==> src/rtl/my_csr_trap_unit.sv <==
// Machine-mode CSR file and trap sequencer: CSR access, exception/interrupt
// entry, MRET, WFI sleep and registered PC redirects.
module my_csr_trap_unit #(
  parameter int unsigned     XLEN        = 32,
  parameter int unsigned     NUM_IRQ     = 4,
  parameter logic [XLEN-1:0] MTVEC_RESET = 'h100,
  parameter bit              VECTORED_EN = 1'b1,
  parameter logic [XLEN-1:0] MISA_VAL    = 'h4000_0100
) (
  input  logic               clk,
  input  logic               rst_n,
  input  logic [1:0]         csr_op_i,
  input  logic [11:0]        csr_addr_i,
  input  logic [XLEN-1:0]    csr_wdata_i,
  output logic [XLEN-1:0]    csr_rdata_o,
  output logic               csr_illegal_o,
  input  logic               exc_valid_i,
  input  logic [4:0]         exc_cause_i,
  input  logic [XLEN-1:0]    exc_pc_i,
  input  logic [XLEN-1:0]    exc_tval_i,
  input  logic               mret_i,
  input  logic               wfi_i,
  input  logic [NUM_IRQ-1:0] irq_i,
  output logic               trap_o,
  output logic [XLEN-1:0]    trap_pc_o,
  output logic               stall_o,
  output logic               mie_o
);

  localparam logic [11:0] AddrMstatus  = 12'h300;
  localparam logic [11:0] AddrMisa     = 12'h301;
  localparam logic [11:0] AddrMie      = 12'h304;
  localparam logic [11:0] AddrMtvec    = 12'h305;
  localparam logic [11:0] AddrMscratch = 12'h340;
  localparam logic [11:0] AddrMepc     = 12'h341;
  localparam logic [11:0] AddrMcause   = 12'h342;
  localparam logic [11:0] AddrMtval    = 12'h343;
  localparam logic [11:0] AddrMip      = 12'h344;
  localparam logic [11:0] AddrMcycle   = 12'hB00;
  localparam logic [11:0] AddrMcycleh  = 12'hB80;

  // Only the implemented local interrupt enables are writable.
  localparam logic [XLEN-1:0] MieMask = ((XLEN'(1) << NUM_IRQ) - XLEN'(1)) << 16;

  typedef enum logic {StRun, StSleep} state_e;

  state_e             r_state, w_state_d;
  logic               r_mstatus_mie, r_mstatus_mpie;
  logic [XLEN-1:0]    r_mie, r_mtvec, r_mscratch, r_mepc, r_mcause, r_mtval;
  logic [63:0]        r_mcycle, w_mcycle_d;
  logic [NUM_IRQ-1:0] r_irq_q1, r_irq_q2;
  logic               r_trap;
  logic [XLEN-1:0]    r_trap_pc;

  logic [XLEN-1:0]    w_mip, w_rdata, w_new, w_pend, w_base, w_target, w_irq_mcause;
  logic               w_unimpl, w_illegal, w_pend_any, w_run;
  logic               w_exc, w_irq, w_mret, w_csr_we;
  logic [4:0]         w_irq_cause;
  logic [1:0]         w_mtvec_mode;

  // Synchronised interrupt lines mapped into mip[16 +: NUM_IRQ].
  always_comb begin
    w_mip = '0;
    w_mip[16 +: NUM_IRQ] = r_irq_q2;
  end

  // CSR read mux and address decode.
  always_comb begin
    w_rdata  = '0;
    w_unimpl = 1'b0;
    case (csr_addr_i)
      AddrMstatus: begin
        w_rdata[12:11] = 2'b11;
        w_rdata[7]     = r_mstatus_mpie;
        w_rdata[3]     = r_mstatus_mie;
      end
      AddrMisa:     w_rdata = MISA_VAL;
      AddrMie:      w_rdata = r_mie;
      AddrMtvec:    w_rdata = r_mtvec;
      AddrMscratch: w_rdata = r_mscratch;
      AddrMepc:     w_rdata = r_mepc;
      AddrMcause:   w_rdata = r_mcause;
      AddrMtval:    w_rdata = r_mtval;
      AddrMip:      w_rdata = w_mip;
      AddrMcycle:   w_rdata = r_mcycle[XLEN-1:0];
      AddrMcycleh: begin
        if (XLEN == 32) w_rdata[31:0] = r_mcycle[63:32];
        else            w_unimpl = 1'b1;
      end
      default:      w_unimpl = 1'b1;
    endcase
  end

  assign w_illegal     = w_unimpl || ((csr_op_i != 2'b00) && (csr_addr_i[11:10] == 2'b11));
  assign csr_rdata_o   = w_rdata;
  assign csr_illegal_o = w_illegal;

  // Read-modify-write value and WARL mtvec mode.
  always_comb begin
    case (csr_op_i)
      2'b10:   w_new = w_rdata | csr_wdata_i;
      2'b11:   w_new = w_rdata & ~csr_wdata_i;
      default: w_new = csr_wdata_i;
    endcase
    w_mtvec_mode = 2'b00;
    if ((w_new[1:0] == 2'b01) && VECTORED_EN) w_mtvec_mode = 2'b01;
  end

  // Interrupt arbitration: lowest pending index wins.
  always_comb begin
    w_pend       = w_mip & r_mie;
    w_pend_any   = |w_pend;
    w_irq_cause  = 5'd16;
    for (int i = int'(NUM_IRQ) - 1; i >= 0; i--) begin
      if (w_pend[16+i]) w_irq_cause = 5'(16 + i);
    end
    w_irq_mcause         = '0;
    w_irq_mcause[XLEN-1] = 1'b1;
    w_irq_mcause[4:0]    = w_irq_cause;
  end

  // Event priority: exception > interrupt > MRET > CSR write.
  assign w_run    = (r_state == StRun);
  assign w_exc    = w_run && exc_valid_i;
  assign w_irq    = r_mstatus_mie && w_pend_any && !w_exc;
  assign w_mret   = w_run && mret_i && !w_exc && !w_irq;
  assign w_csr_we = (csr_op_i != 2'b00) && !w_illegal && !w_exc && !w_irq && !w_mret;

  // Redirect target selection.
  always_comb begin
    w_base = {r_mtvec[XLEN-1:2], 2'b00};
    if (w_mret)                                 w_target = r_mepc;
    else if (w_irq && (r_mtvec[1:0] == 2'b01))  w_target = w_base + (XLEN'(w_irq_cause) << 2);
    else if (w_exc || w_irq)                    w_target = w_base;
    else                                        w_target = '0;
  end

  // Cycle counter next value; an explicit write holds off the increment.
  always_comb begin
    w_mcycle_d = r_mcycle + 64'd1;
    if (w_csr_we && (csr_addr_i == AddrMcycle)) begin
      w_mcycle_d              = r_mcycle;
      w_mcycle_d[XLEN-1:0]    = w_new;
    end
    if (w_csr_we && (csr_addr_i == AddrMcycleh)) begin
      w_mcycle_d              = r_mcycle;
      w_mcycle_d[63:32]       = w_new[31:0];
    end
  end

  // Sleep FSM next state; SLEEP wakes on any enabled pending line, even with MIE clear.
  always_comb begin
    w_state_d = r_state;
    case (r_state)
      StRun:   if (wfi_i && !w_exc && !w_irq && !w_mret && !w_pend_any) w_state_d = StSleep;
      StSleep: if (w_pend_any) w_state_d = StRun;
      default: w_state_d = StRun;
    endcase
  end

  // State, CSR storage, synchroniser and registered redirect.
  always_ff @(posedge clk or negedge rst_n) begin
    if (!rst_n) begin
      r_state        <= StRun;
      r_mstatus_mie  <= 1'b0;
      r_mstatus_mpie <= 1'b0;
      r_mie          <= '0;
      r_mtvec        <= MTVEC_RESET;
      r_mscratch     <= '0;
      r_mepc         <= '0;
      r_mcause       <= '0;
      r_mtval        <= '0;
      r_mcycle       <= '0;
      r_irq_q1       <= '0;
      r_irq_q2       <= '0;
      r_trap         <= 1'b0;
      r_trap_pc      <= '0;
    end else begin
      r_state   <= w_state_d;
      r_mcycle  <= w_mcycle_d;
      r_irq_q1  <= irq_i;
      r_irq_q2  <= r_irq_q1;
      r_trap    <= w_exc || w_irq || w_mret;
      r_trap_pc <= w_target;
      if (w_exc || w_irq) begin
        r_mepc         <= exc_pc_i & ~XLEN'(3);
        r_mcause       <= w_exc ? XLEN'(exc_cause_i) : w_irq_mcause;
        r_mtval        <= w_exc ? exc_tval_i : '0;
        r_mstatus_mpie <= r_mstatus_mie;
        r_mstatus_mie  <= 1'b0;
      end else if (w_mret) begin
        r_mstatus_mie  <= r_mstatus_mpie;
        r_mstatus_mpie <= 1'b1;
      end else if (w_csr_we) begin
        case (csr_addr_i)
          AddrMstatus: begin
            r_mstatus_mie  <= w_new[3];
            r_mstatus_mpie <= w_new[7];
          end
          AddrMie:      r_mie      <= w_new & MieMask;
          AddrMtvec:    r_mtvec    <= {w_new[XLEN-1:2], w_mtvec_mode};
          AddrMscratch: r_mscratch <= w_new;
          AddrMepc:     r_mepc     <= w_new & ~XLEN'(3);
          AddrMcause:   r_mcause   <= w_new;
          AddrMtval:    r_mtval    <= w_new;
          default: ;
        endcase
      end
    end
  end

  assign trap_o    = r_trap;
  assign trap_pc_o = r_trap_pc;
  assign stall_o   = (r_state == StSleep);
  assign mie_o     = r_mstatus_mie;

endmodule

==> config.mk <==
export PLATFORM = sky130hd
export DESIGN_NAME = my_csr_trap_unit
export DESIGN_NICKNAME = d
export VERILOG_FILES = /design/src/rtl/my_csr_trap_unit.sv
export SDC_FILE = /design/constraint.sdc
export NUM_CORES = 1
export LEC_CHECK = 0
export ABC_CLOCK_PERIOD_IN_PS = 6300
export CAP_MARGIN = 30
export CORE_UTILIZATION = 47
export CTS_BUF_LIST = sky130_fd_sc_hd__clkbuf_4
export DETAILED_ROUTE_END_ITERATION = 8
export PLACE_DENSITY = 0.69
export SYNTH_ARGS = -nofsm -noshare
export SYNTH_HDL_FRONTEND = slang
export SYNTH_SLANG_ARGS = --single-unit
==> constraint.sdc <==
create_clock -name clk -period 6.3 [get_ports clk]
set_input_delay 0.63 -clock clk [delete_from_list [all_inputs] [get_ports clk]]
set_output_delay 0.63 -clock clk [all_outputs]
set_load 0.01 [all_outputs]
# ---- Word level (Yosys, flattened, before mapping)
# Cells that the tools add are included.
dict set report op_classes {
  muxes 44
  n_addsub 2
  reduce_logical 42
  eq_ne 18
  n_bitwise 7
}
# operator count
set op_table {}
lappend op_table {{two-way mux 32 bit} 17}
lappend op_table {{one-hot mux 19 bit (10 select lines)} 1}
lappend op_table {{two-way mux 64 bit} 2}
lappend op_table {{== test 12 x 10 -> 1 bit (second input constant)} 9}
lappend op_table {{adder 64 x 1 -> 64 bit (second input constant)} 1}
lappend op_table {{one-hot mux 32 bit (2 select lines)} 1}
lappend op_table {{one-hot mux 3 bit (7 select lines)} 2}
lappend op_table {{adder 32 x 7 -> 32 bit} 1}
lappend op_table {{AND 32 bit} 1}
lappend op_table {{inverter 32 bit} 1}
lappend op_table {{bitwise OR 32 bit} 1}
lappend op_table {{OR reduction 32 bit} 1}
lappend op_table {{== test 12 bit (second input constant)} 2}
lappend op_table {{one-hot mux 3 bit (8 select lines)} 1}
lappend op_table {{AND 20 bit} 1}
lappend op_table {{logical AND 1 bit} 18}
lappend op_table {{one-hot mux 1 bit (8 select lines)} 2}
lappend op_table {{one-hot mux 2 bit (8 select lines)} 1}
lappend op_table {{two-way mux 5 bit} 3}
lappend op_table {{two-way mux 1 bit} 12}
lappend op_table {{AND reduction 4 bit} 3}
lappend op_table {{OR reduction 11 bit} 1}
lappend op_table {{nonzero test 2 bit} 5}
lappend op_table {{AND reduction 3 bit} 3}
lappend op_table {{other kinds (10)} 23}
dict set report totals {
  in_bits 124
  ff_bits 272
  output_inout_bits 68
  word_cells 128
}

# ---- Logic depth before layout (Yosys ltp)
# Gate-level depths: netlist of run 1.
dict set report logic_depth {
  depth_word 12
  depth_mapped 12
  mapped_depth_nobuf 11
}

# ---- Worst setup path before layout of run 1
# Ideal clock, no wire load.
dict set report synth_timing {
  path_type {register -> register}
  start {register r_mie[18]}
  end {register r_trap_pc[26], in the netlist trap_pc_o[26]}
  n_path_buf 0
  path_stages_with_launch 12
  arrival_time_ps 2789
  synth_period_minus_slack_ps 2916
  setup_ps 126
  slack_ps 3384
  t_required_ps 6174
  cell_sequence {dfrtp_1 > nand2_1 > a32oi_1 > a21oi_1 > ha_1 > inv_1 > fa_1 > nor2_1 > o211ai_1 > nor4_1 > a31oi_1 > a221o_1}
}
dict set report synth_via {
  elab_chain_cells 8
  elab_cells_between_ends 15
  classes_between {add/sub (1); mux (6); bitwise (1); reduce/logical (7)}
}
# item line_no
set synth_lines {}
lappend synth_lines {{from (decl)} 49} ;# logic [XLEN-1:0] r_mie, r_mtvec, r_mscratch, r_mepc, r_mcause, r_mtval;
lappend synth_lines {{from (signal assigned)} 200} ;# AddrMie: r_mie <= w_new & MieMask;
lappend synth_lines {{AND 20 bit *} 111} ;# w_pend = w_mip & r_mie;
lappend synth_lines {{branches (longest 6 deep; another with adder 32 x 7 -> 32 bit)} n/a}
lappend synth_lines {{two-way mux 32 bit *} 132} ;# if (w_mret) w_target = r_mepc;
lappend synth_lines {{named net w_target[26]} 55} ;# logic [XLEN-1:0] w_mip, w_rdata, w_new, w_pend, w_base, w_target, w_irq_mcause;
lappend synth_lines {{to (signal assigned)} 184} ;# r_trap_pc <= w_target;
lappend synth_lines {{to (decl)} 53} ;# logic [XLEN-1:0] r_trap_pc;
# Mark *: on every way through the listed nets, which the timed path passes.
# A chain may end at the register's enable or synchronous reset.

# ---- Worst setup path in the final report of run 1
dict set report layout_timing {
  start {input csr_addr_i[3]}
  end {output csr_rdata_o[11]}
}
dict set report layout_via {
  elab_chain_cells 2
  elab_cells_between_ends 9
  classes_between {eq/ne (8); mux (1)}
}
# item line_no
set layout_lines {}
lappend layout_lines {{from (decl)} 13} ;# input logic [11:0] csr_addr_i,
lappend layout_lines {{== test 12 bit / == test 12 x 10 -> 1 bit (equally long branches)} 71} ;# case (csr_addr_i)
lappend layout_lines {{one-hot mux 2 bit (8 select lines) *} 71}
lappend layout_lines {{to (decl)} 15} ;# output logic [XLEN-1:0] csr_rdata_o,
# Every way passes the cells marked *; elsewhere a longest branch is shown, timed or not.

==> impl_metrics.py, run 1 <==
metrics = {
    "status": {
        "outcome": "finished, final reports clean",
    },
    "placement": {
        "hpwl_um": 44900,
        "routabilityCongestion": 0.999,
        "pre_cts_slack_ns": 1.60,
        "port_buffers": 187,
    },
    "floorplan": {
        "rows": 66,
        "die_w_um": 183,
        "io_pins": 192,
        "fp.dieArea_mm2": 0.0336,
        "fp.dieH_um": 183,
        "start_util": 0.477,
        "core_mm2": 0.0325,
    },
    "timing": {
        "hold_violations": 0,
        "holdWs_ns": 0.318,
        "tightest_slew_ns": 1.06,
        "fmax_ghz": 0.206,
        "min_period_ns": 4.85,
        "clock_skew_ns": 0.0837,
        "slew_headroom": 0.285,
        "setup_slack_ns": 1.45,
        "setup_tns_ns": 0,
        "min_period_over_period": 0.771,
        "finalSetupViolCount": 0,
        "slew_viol_final": 0,
        "rsz0062_at_grt": "false",
    },
    "detailed_routing": {
        "dr.pass1.iters": 6,
        "drt_wl_total_um": 63000,
        "wl_met2_um": 27700,
        "num_vias": 16300,
        "top_layer_used": "met5",
        "route.met3.wl_um": 7550,
        "route.detailed.drc": 0,
        "final_antenna_net_count": 0,
        "avgRoutedWirePerCell_um": 26.0,
        "drt_iter0_markers": 2457,
        "wirelength_met1_um": 24900,
        "viasPerCell": 6.71,
    },
    "pwr": {
        "switching_power_mw": 1.30,
        "leakage_nw": 7.58,
        "vdd_drop_max_uv": 123,
        "comb_power_share": 0.142,
        "power.density_mw_per_mm2": 229,
        "power.share.clock": 0.373,
        "p_sw_frac": 0.303,
        "p_int_mw": 2.98,
        "seq_power_share": 0.485,
    },
    "synth": {
        "synthDistinctLibCells": 85,
        "synthArstFlopShare": 1.00,
        "syn_area_mm2": 0.0155,
        "yosys_warnings": 0,
        "synth_simple_gate_area_frac": 0.201,
        "yosysMostFrequentCell": "dfrtp_1",
        "syn_inst": 1749,
        "yosysSeqAreaShare": 0.432,
        "synth_top_cell_area_share": 0.430,
        "ys_seq_elements": 267,
        "synthXorXnorAreaFrac": 0.00510,
        "synth-compound-area-share": 0.259,
        "synth_top_family_by_area": "compound AO/OA/AOI/OAI gates",
        "avgSynthCellArea_um2": 8.84,
        "synth_edf_count": 0,
        "yosys-top-cells-area": "dfrtp_1, o21ai_0, nand2_1, a22oi_1, o211ai_1",
        "synth_flop_cell": "dfrtp_1",
        "synthMuxAreaShare": 0.0507,
        "synthAdderAreaFrac": 0.00372,
        "yosys-top-cells-count": "dfrtp_1, nand2_1, o21ai_0, clkbuf_1, a21oi_1",
        "synth_top_area_cell": "dfrtp_1",
    },
    "clock_tree": {
        "clock_sinks": 267,
        "tritoncts.num_buffers": 74,
        "cts_buffer_depth": 3,
        "clk_latency_ns": 0.77,
        "cts-root-buf": "clkbuf_4",
        "cts_max_level": 3,
        "cts.clk_slew.worst_paths_ns": 0.06,
        "cts_setup_buffers": 0,
        "cts_tree": "yes",
    },
    "final_layout": {
        "num-nets-final": 2060,
        "syn_to_final_growth_pct": 21.1,
        "num-fill-cells": 2924,
        "fin_util": 0.577,
        "drive_above_1_share": 0.118,
    },
    "global_routing": {
        "grt_pass1_vias": 14900,
        "track_usage": 0.374,
        "antenna_found_initial": 3,
        "grt-ovfl-total": 0,
        "grt_pass1_wl_um": 93500,
        "grt_max_degree": 154,
    },
    "worst_setup_path": {
        "cp_max_fo": 14,
        "cp.required_ns": 5.67,
        "worstSetupStartpointType": "primary input",
        "crit_type": "primary input to primary output",
        "end_kind": "primary output",
        "arrival_ns": 4.22,
    },
    "job": {
        "max_cap_violations": 0,
    },
    "min_path": {
        "worstHoldPathType": "primary input to flop",
    },
}
-- critical path, cell delays in order --
cell,delay [ns]
clkdlybuf4s50_1,0.70
nor4_4,1.00
buf_4,0.33
and4_1,0.55
nand2_1,0.18
nand4_1,0.24
clkdlybuf4s50_1,0.59
-- cells in the final DEF, fill, tap and decap left out, types with 9 or more instances in the layout --
cell,count
clkbuf_4,106
dfrtp_1,266
nand4_1,50
nor3_1,33
mux2_2,27
mux2i_1,39
or3_1,11
a21oi_1,76
inv_1,45
o311ai_0,14
nand3b_1,9
o21ai_0,194
a221o_1,11
o22ai_1,9
a41oi_1,9
nand3_1,59
a31oi_1,32
o221ai_1,14
a32oi_1,14
a22oi_1,75
clkdlybuf4s50_1,183
and4_1,9
or4_1,15
nand2b_1,12
clkinv_1,13
a22o_1,15
o22a_1,13
and2_1,9
o211ai_1,55
nand2_1,244
nor4_1,16
buf_4,48
nor2_1,71
and3_1,26
-- area by class of cell --
cell class                 instances  area (um2)  share of cell area
antenna                            1        2.50            0.000134
clock buffer                     106         796              0.0425
clock inverter                    19         111             0.00595
inverter                          45         169             0.00902
multi-input combinational       1304        8150               0.435
sequential                       267        6680               0.357
tap                              442         553              0.0295
timing repair buffer             240        2270               0.121
-- power groups by stage --
| stage | Clock [mW] | Sequential [mW] | Combinational (mW) |
|---|---|---|---|
| 2_1_floorplan | 0 | 2.02 | 0.332 |
| 6_report | 1.60 | 2.07 | 0.610 |
| 3_3_place_gp | 0 | 2.09 | 0.578 |
| 3_5_place_dp | 0 | 2.09 | 0.593 |
| 4_1_cts | 1.61 | 2.06 | 0.597 |
| 5_1_grt | 1.71 | 2.09 | 0.655 |
-- cells by family after synthesis --
family / count (synthesis)
simple gates: 613
other cells: 1
mux: 70
compound gates: 606
fa+ha+maj: 4
flops: 267
xor+xnor: 9
buf+inv: 179
-- worst paths after layout --
path | from | end | slack, ns | depth (start not counted)
worst max-delay path | csr_addr_i[3] | csr_rdata_o[11] | 1.45 | 7
worst min-delay path | irq_i[3] | r_irq_q1[3] | 0.32 | 1
worst max register to register | mie_o | r_mcause[31] | 2.64 | 7
worst min register to register | r_irq_q1[1] | r_irq_q2[1] | 0.35 | 0
max in group asynchronous | rst_n | r_mcycle[27] | 4.35 | 3
min in group asynchronous | rst_n | r_mepc[4] | 0.54 | 2
-- per-layer routing --
| layer | GRT usage | up-vias |
|---|---|---|
| met4 | 0.172 | 4 |
| met1 | 0.516 | 7922 |
| li1 | - | 7048 |
| met5 | 0 | - |
| met2 | 0.549 | 1101 |
| met3 | 0.0961 | 200 |
-- stage by stage --
stage | cells | total power, mW | area, um2
floorplan | 1750 | 2.36 | 15500
global placement | 2290 | 2.66 | 17800
detailed placement | 2294 | 2.68 | 17800
CTS | 2420 | 4.27 | 18700
global route | 2424 | 4.45 | 18700
finish | 2424 | 4.28 | 18700
-- registers in the layout (all words and copies together) (netlist names) --
register and flops:
r_irq_q2 4, r_mcycle 64, r_mscratch 32, r_mstatus_mpie 1
trap_pc_o 30, r_mtvec 31, stall_o 1, r_mtval 32
r_irq_q1 4, r_mepc 30, r_mcause 32, mie_o 1
trap_o 1, r_mie 4
-- repair_timing --
action                                 in CTS  in global routing
hold buffers                                1                  0
gates resized for setup                     0                  0
endpoints found under the hold margin      10                  0
No activity file was read; power rests on OpenSTA's default activity.
==> run 2: changes to the inputs <==
--- a/config.mk
+++ b/config.mk
@@ -5,7 +5,7 @@
 export SDC_FILE = /design/constraint.sdc
 export NUM_CORES = 1
 export LEC_CHECK = 0
-export ABC_CLOCK_PERIOD_IN_PS = 6300
+export ABC_CLOCK_PERIOD_IN_PS = 4600
 export CAP_MARGIN = 30
 export CORE_UTILIZATION = 47
 export CTS_BUF_LIST = sky130_fd_sc_hd__clkbuf_4
==> constraint.sdc (replaced) <==
create_clock -name clk -period 4.6 [get_ports clk]
set_input_delay 0.46 -clock clk [delete_from_list [all_inputs] [get_ports clk]]
set_output_delay 0.46 -clock clk [all_outputs]
set_load 0.01 [all_outputs]
==> run 2 against run 1 <==
  * First-iteration DRC count down 9.2%
  * Wire length rose by 1.0%
  * Die area stayed put
  * Sequential power up 37%
  * Critical path type unchanged
  * Largest power group unchanged
  * Setup slack got worse by 0.89 ns
  * Total power up 39%
  * Critical path depth down 1
  * Clock power rose by 42%
  * Global-route usage grew 1.0 points
  * Clock-buffer cell count grew 4
  * Sequential share of layout area shrank 0.54 points
  * Clock skew fell by 0.014 ns
==> impl_metrics.py, run 2 (same netlist as run 1, synthesis figures left out) <==
metrics = {
    "status": {
        "outcome": "finished, final reports clean",
    },
    "final_layout": {
        "num-fill-cells": 2961,
        "multiInputGateArea_mm2": 0.00815,
        "final_cell_mix": "dfrtp_1, nand2_1, o21ai_0",
        "seqCellArea_mm2": 0.00668,
        "largest_reg_flops": 64,
        "num-nets-final": 2087,
        "syn_to_final_growth_pct": 23.0,
        "drive_above_1_share": 0.131,
        "largest_register": "r_mcycle",
        "final_common_cell": "dfrtp_1",
    },
    "clock_tree": {
        "clk_latency_ns": 0.75,
        "tritoncts.num_buffers": 75,
        "cts_max_level": 3,
        "cts_resized": 0,
        "cts-root-buf": "clkbuf_4",
        "clock_sinks": 267,
        "cts_tree": "yes",
        "cts_buffer_depth": 3,
        "cts.clk_slew.worst_paths_ns": 0.06,
    },
    "worst_setup_path": {
        "end_kind": "primary output",
        "crit_type": "primary input to primary output",
        "cp.required_ns": 4.14,
        "arrival_ns": 3.58,
        "worstSetupStartpointType": "primary input",
        "cp_max_fo": 14,
    },
    "detailed_routing": {
        "drt_wl_total_um": 63600,
        "drt_iter0_markers": 2232,
        "viasPerCell": 6.56,
        "final_antenna_net_count": 0,
        "dr.pass1.iters": 6,
        "route.detailed.drc": 0,
        "num_vias": 16100,
        "avgRoutedWirePerCell_um": 25.9,
    },
    "global_routing": {
        "track_usage": 0.384,
        "grt_pass1_wl_um": 95700,
        "met2_usage": 0.566,
        "antenna_found_initial": 6,
        "grt.busiest_layer": "met2",
        "grt-ovfl-total": 0,
        "gr-usage-met1": 0.511,
        "grt_use_met3": 0.125,
        "grt_max_degree": 95,
        "grt_pass1_vias": 15400,
    },
    "floorplan": {
        "rows": 66,
        "fp.dieH_um": 183,
        "fp.dieArea_mm2": 0.0336,
        "core_mm2": 0.0325,
        "die_w_um": 183,
        "start_util": 0.477,
        "io_pins": 192,
    },
    "placement": {
        "routabilityCongestion": 0.992,
        "port_buffers": 187,
        "hpwl_um": 46500,
    },
    "timing": {
        "setup_tns_ns": 0,
        "fmax_ghz": 0.247,
        "holdWs_ns": 0.152,
        "clock_skew_ns": 0.0696,
        "finalSetupViolCount": 0,
        "min_period_over_period": 0.879,
        "rsz0062_at_grt": "false",
        "slew_viol_final": 0,
        "tightest_slew_ns": 1.06,
        "slew_headroom": 0.289,
        "min_period_ns": 4.04,
        "hold_violations": 0,
    },
    "min_path": {
        "worstHoldPathType": "primary input to flop",
    },
    "pwr": {
        "power.density_mw_per_mm2": 313,
        "leakage_nw": 7.75,
        "vdd_drop_max_uv": 203,
    },
    "job": {
        "max_cap_violations": 0,
    },
}
==> run 2: per-layer routing <==
metal,part of all wire,vias to the layer above
met4,0.044,6
li1,-,7108
met3,0.12,190
met2,0.43,1012
met1,0.40,7807
met5,0.00052,-
==> run 2: where the power goes <==
part	switching, mW	leakage, nW	internal [mW]
Clock	1.06	0.573	1.21
Sequential	0.249	3.40	2.59
Combinational	0.457	3.78	0.390
Total	1.77	7.75	4.19
==> run 2: metrics by stage <==
| stage | power (mW) | instances | cell area (um2) | worst slack [ns] | util |
|---|---|---|---|---|---|
| global placement | 3.67 | 2318 | 18000 | 0.740 | 0.554 |
| finish | 5.96 | 2459 | 19000 | 0.555 | 0.586 |
| floorplan | 3.23 | 1750 | 15500 | 1.68 | - |
| detailed placement | 3.70 | 2323 | 18000 | 0.717 | 0.556 |
| CTS | 5.96 | 2457 | 19000 | 0.705 | 0.586 |
| global route | 6.21 | 2459 | 19000 | 0.580 | 0.586 |
==> run 2: worst max-delay path, stage by stage <==
cell and delay (ns):
clkdlybuf4s50_1 0.73, nor2_1 0.61, and4_1 0.55, a22oi_1 0.25
o21ai_0 0.30, clkdlybuf4s50_1 0.66
==> run 2: cell type report <==
class,instances,area share
clock inverters,23,0.00770
multi-input cells,1304,0.428
flip-flops and latches,267,0.351
clock buffers,110,0.0434
well taps,442,0.0291
repair buffers,266,0.131
diodes,2,0.000263
inverters,45,0.00888
==> run 2: path summary, 6_finish.rpt <==
path	start	endpoint	slack, ns	cells past startpoint
max in group asynchronous	rst_n	r_mtvec[4]	3.06	3
min	irq_i[1]	r_irq_q1[1]	0.15	1
max	csr_addr_i[3]	csr_rdata_o[15]	0.56	6
min in group asynchronous	rst_n	r_mtval[5]	0.30	2
min reg2reg	r_irq_q1[3]	r_irq_q2[3]	0.35	0
max reg2reg	r_irq_q2[2]	trap_pc_o[26]	1.33	13
==> run 2: what timing repair did <==
action	4_1_cts	5_1_grt
buffers inserted	0	0
hold buffers	1	0
endpoints found under the hold margin	70	0
